[src/rtl/muldiv_pkg.sv]
// Shared types and helpers for the iterative HI/LO multiply/divide unit.
package muldiv_pkg;

  typedef enum logic [2:0] {
    MULT  = 3'd0,
    MULTU = 3'd1,
    DIV   = 3'd2,
    DIVU  = 3'd3,
    MTHI  = 3'd4,
    MTLO  = 3'd5
  } op_t;

  typedef enum logic [1:0] {
    S_IDLE,
    S_MUL,
    S_DIV,
    S_FIX
  } state_t;

  // Widest operand the absolute-value helper handles; callers sign-extend into it.
  localparam int unsigned MAX_WIDTH = 64;

  function automatic logic [MAX_WIDTH-1:0] absVal(input logic [MAX_WIDTH-1:0] v);
    return v[MAX_WIDTH-1] ? -v : v;
  endfunction

endpackage

[src/rtl/muldiv_step.sv]
// Combinational single iteration: MUL_BITS-wide shift-add, or one restoring-divide bit.
// Divider path present only when MULDIV_DIV_EN is defined.
module muldiv_step
  import muldiv_pkg::*;
#(
  parameter int unsigned WIDTH    = 32,
  parameter int unsigned MUL_BITS = 1
) (
`ifdef MULDIV_DIV_EN
  input  logic                 isDiv,
`endif
  input  logic [WIDTH-1:0]     operand,
  input  logic [2*WIDTH-1:0]   accIn,
  output logic [2*WIDTH-1:0]   accOut
);

  logic [WIDTH+MUL_BITS-1:0]   partial;
  logic [WIDTH+MUL_BITS-1:0]   sum;
  logic [2*WIDTH+MUL_BITS-1:0] wide;
  logic [2*WIDTH-1:0]          mulOut;

  // acc = {running product high half, remaining multiplier bits}; shifts right each step
  always_comb begin
    partial = '0;
    for (int unsigned i = 0; i < MUL_BITS; i++) begin
      if (accIn[i]) partial = partial + ({{MUL_BITS{1'b0}}, operand} << i);
    end
    sum    = partial + {{MUL_BITS{1'b0}}, accIn[2*WIDTH-1:WIDTH]};
    wide   = {sum, accIn[WIDTH-1:0]};
    mulOut = (2*WIDTH)'(wide >> MUL_BITS);
  end

`ifdef MULDIV_DIV_EN
  logic [WIDTH+1:0]   diff;
  logic [2*WIDTH-1:0] divOut;

  // acc = {partial remainder, dividend bits shifting out / quotient bits shifting in}
  always_comb begin
    diff   = {1'b0, accIn[2*WIDTH-1:WIDTH-1]} - {2'b00, operand};
    divOut = diff[WIDTH+1] ? {accIn[2*WIDTH-2:0], 1'b0}
                           : {WIDTH'(diff), accIn[WIDTH-2:0], 1'b1};
    accOut = isDiv ? divOut : mulOut;
  end
`else
  assign accOut = mulOut;
`endif

endmodule

[src/rtl/muldiv_unit.sv]
// Iterative HI/LO multiply/divide unit with busy/stall handshake to the hazard unit.
// Define MULDIV_DIV_EN to include DIV/DIVU; otherwise they are accepted as no-ops.
module muldiv_unit
  import muldiv_pkg::*;
#(
  parameter int unsigned WIDTH    = 32,
  parameter int unsigned MUL_BITS = 1
) (
  input  logic             clk,
  input  logic             rst_n,
  input  logic             req_valid,
  input  logic [2:0]       req_op,
  input  logic [WIDTH-1:0] req_a,
  input  logic [WIDTH-1:0] req_b,
  input  logic             abort,
  output logic             req_ready,
  output logic             busy,
  output logic             stall_req,
  output logic [WIDTH-1:0] hi,
  output logic [WIDTH-1:0] lo
);

  localparam int unsigned    CNT_W   = $clog2(WIDTH) + 1;
  localparam logic [CNT_W-1:0] MUL_CYC = CNT_W'(WIDTH / MUL_BITS);
`ifdef MULDIV_DIV_EN
  localparam logic [CNT_W-1:0] DIV_CYC = CNT_W'(WIDTH);
`endif

  state_t             state, stateNext;
  logic [2*WIDTH-1:0] acc, accStep;
  logic [WIDTH-1:0]   operand;
  logic [CNT_W-1:0]   cnt;
  logic               negRes;
`ifdef MULDIV_DIV_EN
  logic               negRem, divZero, opDiv;
`endif

  logic               signedOp;
  logic [WIDTH-1:0]   absA, absB, opA, opB;

  assign signedOp = (req_op == MULT) || (req_op == DIV);
  assign absA     = WIDTH'(absVal(MAX_WIDTH'($signed(req_a))));
  assign absB     = WIDTH'(absVal(MAX_WIDTH'($signed(req_b))));
  assign opA      = signedOp ? absA : req_a;
  assign opB      = signedOp ? absB : req_b;

  assign busy      = (state != S_IDLE);
  assign req_ready = ~busy;
  assign stall_req = busy | (req_valid & ~req_ready);

  muldiv_step #(
    .WIDTH    (WIDTH),
    .MUL_BITS (MUL_BITS)
  ) u_step (
`ifdef MULDIV_DIV_EN
    .isDiv   (state == S_DIV),
`endif
    .operand (operand),
    .accIn   (acc),
    .accOut  (accStep)
  );

  always_ff @(posedge clk or negedge rst_n) begin
    if (!rst_n) state <= S_IDLE;
    else        state <= stateNext;
  end

  always_comb begin
    stateNext = state;
    case (state)
      S_IDLE: begin
        if (req_valid) begin
          if (req_op == MULT || req_op == MULTU) stateNext = S_MUL;
`ifdef MULDIV_DIV_EN
          else if (req_op == DIV || req_op == DIVU) stateNext = S_DIV;
`endif
        end
      end
      S_MUL:   if (cnt == CNT_W'(1)) stateNext = S_FIX;
`ifdef MULDIV_DIV_EN
      S_DIV:   if (cnt == CNT_W'(1)) stateNext = S_FIX;
`endif
      S_FIX:   stateNext = S_IDLE;
      default: stateNext = S_IDLE;
    endcase
    if (abort && state != S_IDLE) stateNext = S_IDLE;
  end

  always_ff @(posedge clk or negedge rst_n) begin
    if (!rst_n) begin
      hi      <= '0;
      lo      <= '0;
      acc     <= '0;
      operand <= '0;
      cnt     <= '0;
      negRes  <= 1'b0;
`ifdef MULDIV_DIV_EN
      negRem  <= 1'b0;
      divZero <= 1'b0;
      opDiv   <= 1'b0;
`endif
    end else begin
      case (state)
        S_IDLE: begin
          if (req_valid) begin
            case (req_op)
              MULT, MULTU: begin
                acc     <= {{WIDTH{1'b0}}, opB};
                operand <= opA;
                cnt     <= MUL_CYC;
                negRes  <= signedOp & (req_a[WIDTH-1] ^ req_b[WIDTH-1]);
`ifdef MULDIV_DIV_EN
                opDiv   <= 1'b0;
`endif
              end
`ifdef MULDIV_DIV_EN
              DIV, DIVU: begin
                acc     <= {{WIDTH{1'b0}}, opA};
                operand <= opB;
                cnt     <= DIV_CYC;
                negRes  <= signedOp & (req_a[WIDTH-1] ^ req_b[WIDTH-1]);
                negRem  <= signedOp & req_a[WIDTH-1];
                divZero <= (req_b == '0);
                opDiv   <= 1'b1;
              end
`endif
              MTHI:    hi <= req_a;
              MTLO:    lo <= req_a;
              default: ;
            endcase
          end
        end
        S_MUL, S_DIV: begin
          acc <= accStep;
          cnt <= cnt - CNT_W'(1);
        end
        S_FIX: begin
          // Divide by zero leaves remainder = |a|; the dividend-sign fixup restores HI = a.
          if (!abort) begin
`ifdef MULDIV_DIV_EN
            if (opDiv) begin
              hi <= negRem ? -acc[2*WIDTH-1:WIDTH] : acc[2*WIDTH-1:WIDTH];
              lo <= divZero ? '1 : (negRes ? -acc[WIDTH-1:0] : acc[WIDTH-1:0]);
            end else
`endif
            {hi, lo} <= negRes ? -acc : acc;
          end
        end
        default: ;
      endcase
    end
  end

endmodule
[config.mk]
export PLATFORM = sky130hd
export DESIGN_NAME = muldiv_unit
export DESIGN_NICKNAME = d
export VERILOG_FILES = /design/src/rtl/muldiv_pkg.sv /design/src/rtl/muldiv_step.sv /design/src/rtl/muldiv_unit.sv
export SDC_FILE = /design/constraint.sdc
export NUM_CORES = 1
export LEC_CHECK = 0
export BUFFER_PORTS_ARGS = -buffer_cell sky130_fd_sc_hd__buf_2
export CAP_MARGIN = 20
export CORE_ASPECT_RATIO = 1.2
export CORE_UTILIZATION = 55
export DETAILED_ROUTE_END_ITERATION = 8
export HOLD_SLACK_MARGIN = 0.05
export PLACE_DENSITY = 0.76
export SLEW_MARGIN = 10
export SYNTH_ARGS = -nofsm -noshare
export SYNTH_HDL_FRONTEND = slang
export SYNTH_HIERARCHICAL = 1
export SYNTH_SLANG_ARGS = --single-unit
[constraint.sdc]
create_clock -name clk -period 3.5 [get_ports clk]
set_input_delay 1.05 -clock clk [delete_from_list [all_inputs] [get_ports clk]]
set_output_delay 1.05 -clock clk [all_outputs]
set_load 0.005 [all_outputs]
# [After elaboration in Yosys (flattened, before gate mapping)]
# Cells that the tools add are included.
[word_totals] out_inout_bits=67 ff_bits=169
[op_classes] addsub=5 n_eq_ne=16 reduce_logical=15 bitwise=5 n_mux=25
[op_table] op="$mux 32" n=11
[op_table] op="$mux 64" n=3
[op_table] op="$pmux 32 s2" n=2
[op_table] op="$pmux 64 s2" n=1
[op_table] op="$neg 32->32" n=2
[op_table] op="$neg 64->64" n=1
[op_table] op="$add 33x32->33" n=1
[op_table] op="$mux 6" n=2
[op_table] op="$pmux 6 s2" n=1
[op_table] op="$ne 3x3->1 const B" n=3
[op_table] op="$reduce_and 3->1" n=3
[op_table] op="$mux 2" n=4
[op_table] op="$reduce_and 4->1" n=2
[op_table] op="$eq 3x3->1 const B" n=2
[op_table] op="$eq 6x1->1 const B" n=1
[op_table] op="$ne 2x1->1 const B" n=3
[op_table] op="$reduce_bool 2->1" n=3
[op_table] op="$sub 6x1->6 const B" n=1
[op_table] op="$eq 2x2->1 const B" n=2
[op_table] op="$ne 2x2->1 const B" n=2
[op_table] op="$pmux 2 s2" n=1
[op_table] op="$reduce_or 2->1" n=2
[op_table] op="$eq 3x1->1 const B" n=1
[op_table] op="$eq 3x2->1 const B" n=1
[op_table] op="other kinds (9)" n=11

# [Longest topological paths before layout]
[logic_depth] depth_word=6 mapped_depth=11 mapped_depth_nobuf=10

# [By module]
# The synthesis kept the hierarchy.
[modules_own_cells] mod="muldiv_unit" n_inst=1 cells_each=1114 area_per_inst_um2=10012.1
[modules_own_cells] mod="muldiv_step" n_inst=1 cells_each=353 area_per_inst_um2=2428.6

# [Least setup slack after synthesis]
# OpenSTA, ideal clock, no wires.
[synth_timing] path_type="input to register" start="in req_b[5]" end="reg acc[25]" t_arrival_ns=2.993 t_required_ns=3.357 setup_time_ns=0.143 stages=7 path_slack_ns=0.364 path_cell_list="or4_4 or4_4 or2_0 clkbuf_1 o41ai_1 xor2_1 a21oi_1"
[synth_via] elab_chain_len=6
[synth_rtl] element="from (decl)" line_no="muldiv_unit.sv:14" text="input logic [WIDTH-1:0] req_b,"
[synth_rtl] element="$neg 32->32" line_no="muldiv_pkg.sv:24" text="return v[MAX_WIDTH-1] ? -v : v;"
[synth_rtl] element="$mux 32" line_no="muldiv_pkg.sv:24"
[synth_rtl] element="$mux 32" line_no="muldiv_unit.sv:45" text="assign opB = signedOp ? absB : req_b;"
[synth_rtl] element="$mux 64" line_no="muldiv_unit.sv:106" text="case (req_op)"
[synth_rtl] element="$mux 64" line_no="muldiv_unit.sv:105" text="if (req_valid) begin"
[synth_rtl] element="$pmux 64 s2" line_no="muldiv_unit.sv:103" text="case (state)"
[synth_rtl] element="to (signal assigned)" line_no="muldiv_unit.sv:108" text="acc <= {{WIDTH{1'b0}}, opB};"
[synth_rtl] element="to (signal assigned)" line_no="muldiv_unit.sv:134" text="acc <= accStep;"
[synth_rtl] element="to (decl)" line_no="muldiv_unit.sv:30" text="logic [2*WIDTH-1:0] acc, accStep;"
# No other way between the ends. The select of a mux whose other input is x is not followed.
# A chain may end at the register's enable or synchronous reset.

# [Worst setup path after layout]
[layout_timing] start="reg acc[0]" end="reg acc[55]"
[layout_via] elab_chain_len=3
[layout_rtl] element="$mux 32" line_no="muldiv_step.sv:26" text="if (accIn[i]) partial = partial + ({{MUL_BITS{1'b0}}, operand} << i);"
[layout_rtl] element="$add 33x32->33" line_no="muldiv_step.sv:28" text="sum = partial + {{MUL_BITS{1'b0}}, accIn[2*WIDTH-1:WIDTH]};"
[layout_rtl] element="via accStep[55]" line_no="muldiv_unit.sv:30"
[layout_rtl] element="$pmux 64 s2" line_no="muldiv_unit.sv:103"
# The timed path passes the listed nets, and every way through them passes these cells.

==> out/results.txt <==
The tools report the residual antenna-violating net count after detailed routing as 0. TritonCTS built the clock tree. The starting density of the core is 0.567.

The tools report the fill cell total of the finished layout as 1907. Leaving out fill and tap cells, the most frequent cell in the layout is sky130_fd_sc_hd__dfrtp_1. Static timing analysis puts the maximum clock frequency at 309 MHz. Setup repair after global routing left no endpoint under its margin. The tree built by TritonCTS fans out to 169 sinks. The most used flip-flop cell after synthesis is sky130_fd_sc_hd__dfrtp_1. The initial antenna violation count came out at 0. In the layout the commonest cells are sky130_fd_sc_hd__dfrtp_1 (168), sky130_fd_sc_hd__nand2_1 (138), sky130_fd_sc_hd__buf_2 (136), sky130_fd_sc_hd__o21ai_0 (125), sky130_fd_sc_hd__nor2_1 (101). The number of max-cap violations is 0. The part of the cycle the worst path needs was 0.924.

Internal power comes to 6250 uW. Compared with the post-synthesis result, the final layout area differs by 11.9%. Registers take 4230 sq um. The die is 167 um tall.

The count of hold buffers inserted by post-cts repair is 0. The proportion of layout cells with a drive suffix above 1 was 0.165. The relative contribution of combinational cells to total power was 0.505. STA puts the critical path data required time at 3830 ps. The logs give 7590 sq um for the footprint of the multi-input gates and 1090 uV for the worst voltage drop across the vdd grid. The worst reg2reg path startpoint was acc[0]. The latest clock arrival within the worst-skew pair is 440 ps. The overall fraction of global-route tracks in use is 0.334, and the area share of the leading cell type in the synthesized netlist is 0.340.

The run gives 1665 as the net count of the finished layout. Between clock sinks in the finished design, the worst skew comes to 12.2 ps. In this run, synthesis inferred 0 flip-flops with an integrated enable.

The power share of the clock group came out at 0.162. Half-perimeter wire length of the detailed placement result: 28700 um. The first global-routing pass estimated 61300 um of wire. The number of cells on the worst reg-to-reg path is 10. Setup violations remaining at the end of the flow were counted as 0. The chip width works out to 139 um. The clock input transition at the sequential cells of the worst setup and hold paths works out to 80 ps. Sorting the synthesized cells by area gives the leading types as sky130_fd_sc_hd__dfrtp_1 (34%), sky130_fd_sc_hd__xor2_1 (5.8%), sky130_fd_sc_hd__o21ai_0 (5.0%). The portion of total power attributed to sequential cells is 0.333. The tools report the CTS H-tree depth as 4. The run gives 3560 ps as the arrival time at the worst endpoint.

The count of standard-cell rows is 59. The worst setup path is captured at a flip-flop. Each instance of the synthesized netlist takes up on average 8.48 sq um. The detailed-route wire length per cell is 20.8 um, and the largest net degree at the start of global routing is 65. Number of synthesized register bits: 169.

CTS placed an instance of sky130_fd_sc_hd__clkbuf_16 at the clock tree root. The cell count after synthesis came out at 1467. Of all cell types, the one taking the most synthesized area is sky130_fd_sc_hd__dfrtp_1. The number of antenna diodes in the final layout is 0. The via total after detailed routing was 12000.

The worst hold path cell count is 1, and the clock buffer count from CTS is 17. Setup slack on the worst reg-to-reg path comes out at 270 ps. The tightest hold path in the finished design has a slack of 472 ps. The number of buffer cells added on primary ports is 137. The maximum fanout along the worst path is 16, and the net switching power is 5560 uW. Buffers added to address setup during post-CTS repair amount to 0.

The core region is 21900 sq um. The startpoint identified for the worst hold timing path is lo[8]. For the final-layout setup total negative slack, the log shows 0 ps. Once the clock tree was built, the resizer swapped 0 gates to a different size. In this run the critical register-to-register path is captured at acc[55]. The tools report the synthesized net count as 1580. The first detailed-routing pass ran for 6 iterations. The logs give 0 for the hold violation total from the final report and 2 for the buffer levels on the longest clock path. The tools report the number of global-route vias before repair as 11700.

During synthesis, Yosys emitted a total of 6 warnings. The flow ran to the end, and the final reports show no timing, DRC or antenna violations. The smallest clock period supported by the final layout is computed as 3230 ps. The actual slew at the worst max-slew pin is 921 ps. For this block, the initial DRC count from the detailed router was 1060.

The relative max-transition margin came out at 0.378. The switching share of power was 0.471. The tools report the category of the worst setup path launch point as a flip-flop. The sum of buffers and inverters on the critical path was 1; the DRC violation count after routing was 0. The sequential element share of the synthesized area came out at 0.340. The cell family with the largest share of critical-path delay was compound AO/OA/AOI/OAI gates. The total overflow left after global routing is 0. The analysis attributes to cell leakage a power of 0.00610 uW. The mapped netlist covers 12400 sq um. 138 I/O pins were placed. Weighted congestion reported at the end of routability-driven placement: 0.970.

For the number of distinct library cell variants in the gate-level netlist after synthesis, the log shows 72. Critical setup path kind: flip-flop to flip-flop. The maximum single-stage delay on the critical path is 490 ps. Walking the worst path, the cells encountered are buf_4 > and2_1 > fa_1 > a211oi_2 > o211ai_2 > a2111oi_4 > nor3b_2 > or4_1 > o311a_1 > a22o_1. The floorplan step defined a die boundary enclosing 23200 sq um.

The total power density per cell area is 849 nW/um^2. The worst hold path terminates at lo[8]. The proportion of synthesized flip-flops having asynchronous set or reset is 1.00. The path class of the tightest hold or removal check is flip-flop to flip-flop.

Final number of max-transition violations: 0. After detailed routing, the number of vias per cell comes to 6.51. The slowest stage of the critical path belongs to the cell sky130_fd_sc_hd__fa_1.

Detailed-route wire length: 38300 um.
## layer usage
layer	GRT usage	wire (um)	share of wire
met1	0.419	15200	0.40
met2	0.553	18500	0.48
met3	0.0423	2530	0.066
met4	0.200	1980	0.052
met5	0	0	0
## synthesized netlist by cell type, drive strengths merged, types with 4 or more instances
cell type	n
dfrtp	169
o41ai	21
ha	41
nand4	21
a21oi	93
nor2b	9
nand4b	4
nor2	101
buf	45
a22o	34
and2	41
nor4b	4
a21o	31
mux2i	19
o311a	4
nor3	25
nand2b	10
xnor2	46
o211ai	7
or3	24
nand2	139
a211o	7
a211oi	18
xor2	82
clkbuf	73
inv	25
nand3b	11
and3	12
a221oi	9
o21ai	126
nor3b	8
a31oi	6
or4	26
nand3	28
o31ai	32
or2	16
o221ai	16
o22ai	16
nor4	31
## area by class of cell
cell class | instances | share of cell area
inverter | 25 | 0.00674
multi-input combinational | 1155 | 0.545
sequential | 169 | 0.304
clock inverter | 14 | 0.0112
clock buffer | 18 | 0.0316
tap | 274 | 0.0246
timing repair buffer | 184 | 0.0769
## state kept, by name (all words and copies together) (netlist names)
signal	count
lo	32
operand	32
state	2
cnt	6
acc	64
negRes	1
hi	32
## how the worst max path moves through the flow
stage,start,endpoint,slack (ps),depth (start not counted)
2_1_floorplan,req_b[5],acc[25],360,7
4_1_cts,acc[0],acc[55],290,10
6_report,acc[0],acc[55],270,10
3_3_place_gp,req_b[5],acc[25],120,7
5_1_grt,acc[0],hi[12],40,9
3_5_place_dp,req_b[5],acc[21],60,7
## power by group through the flow
stage / Sequential, uW / Combinational (uW) / Clock, uW
floorplan: 3580 / 4330 / 0
global placement: 3900 / 5750 / 0
detailed placement: 3920 / 5870 / 0
CTS: 3900 / 5910 / 1930
global route: 4040 / 6560 / 2000
finish: 3940 / 5970 / 1910
## cells by family (layout without fill, tap and decap cells)
kind of cell / after synthesis / in the layout / share of synthesized area
DFF: 169 / 169 / 0.340
AOI/OAI and AO/OA: 448 / 448 / 0.240
muxes: 22 / 22 / 0.0180
xor gates and xnor gates: 128 / 128 / 0.0901
adders and majority gates: 42 / 42 / 0.0428
buffers and inverters: 143 / 241 / 0.0530
and+or+nand+nor: 515 / 515 / 0.216
## per-stage QoR
stage	total power [uW]	area [sq um]	std cells	util	setup slack [ps]
CTS	11700	13900	1839	0.635	292
floorplan	7900	12400	1467	-	364
global placement	9650	13300	1807	0.608	125
detailed placement	9800	13300	1807	0.608	63.1
finish	11800	13900	1839	0.635	267
global route	12600	13900	1839	0.635	41.5
No activity file was read; power rests on OpenSTA's default activity.
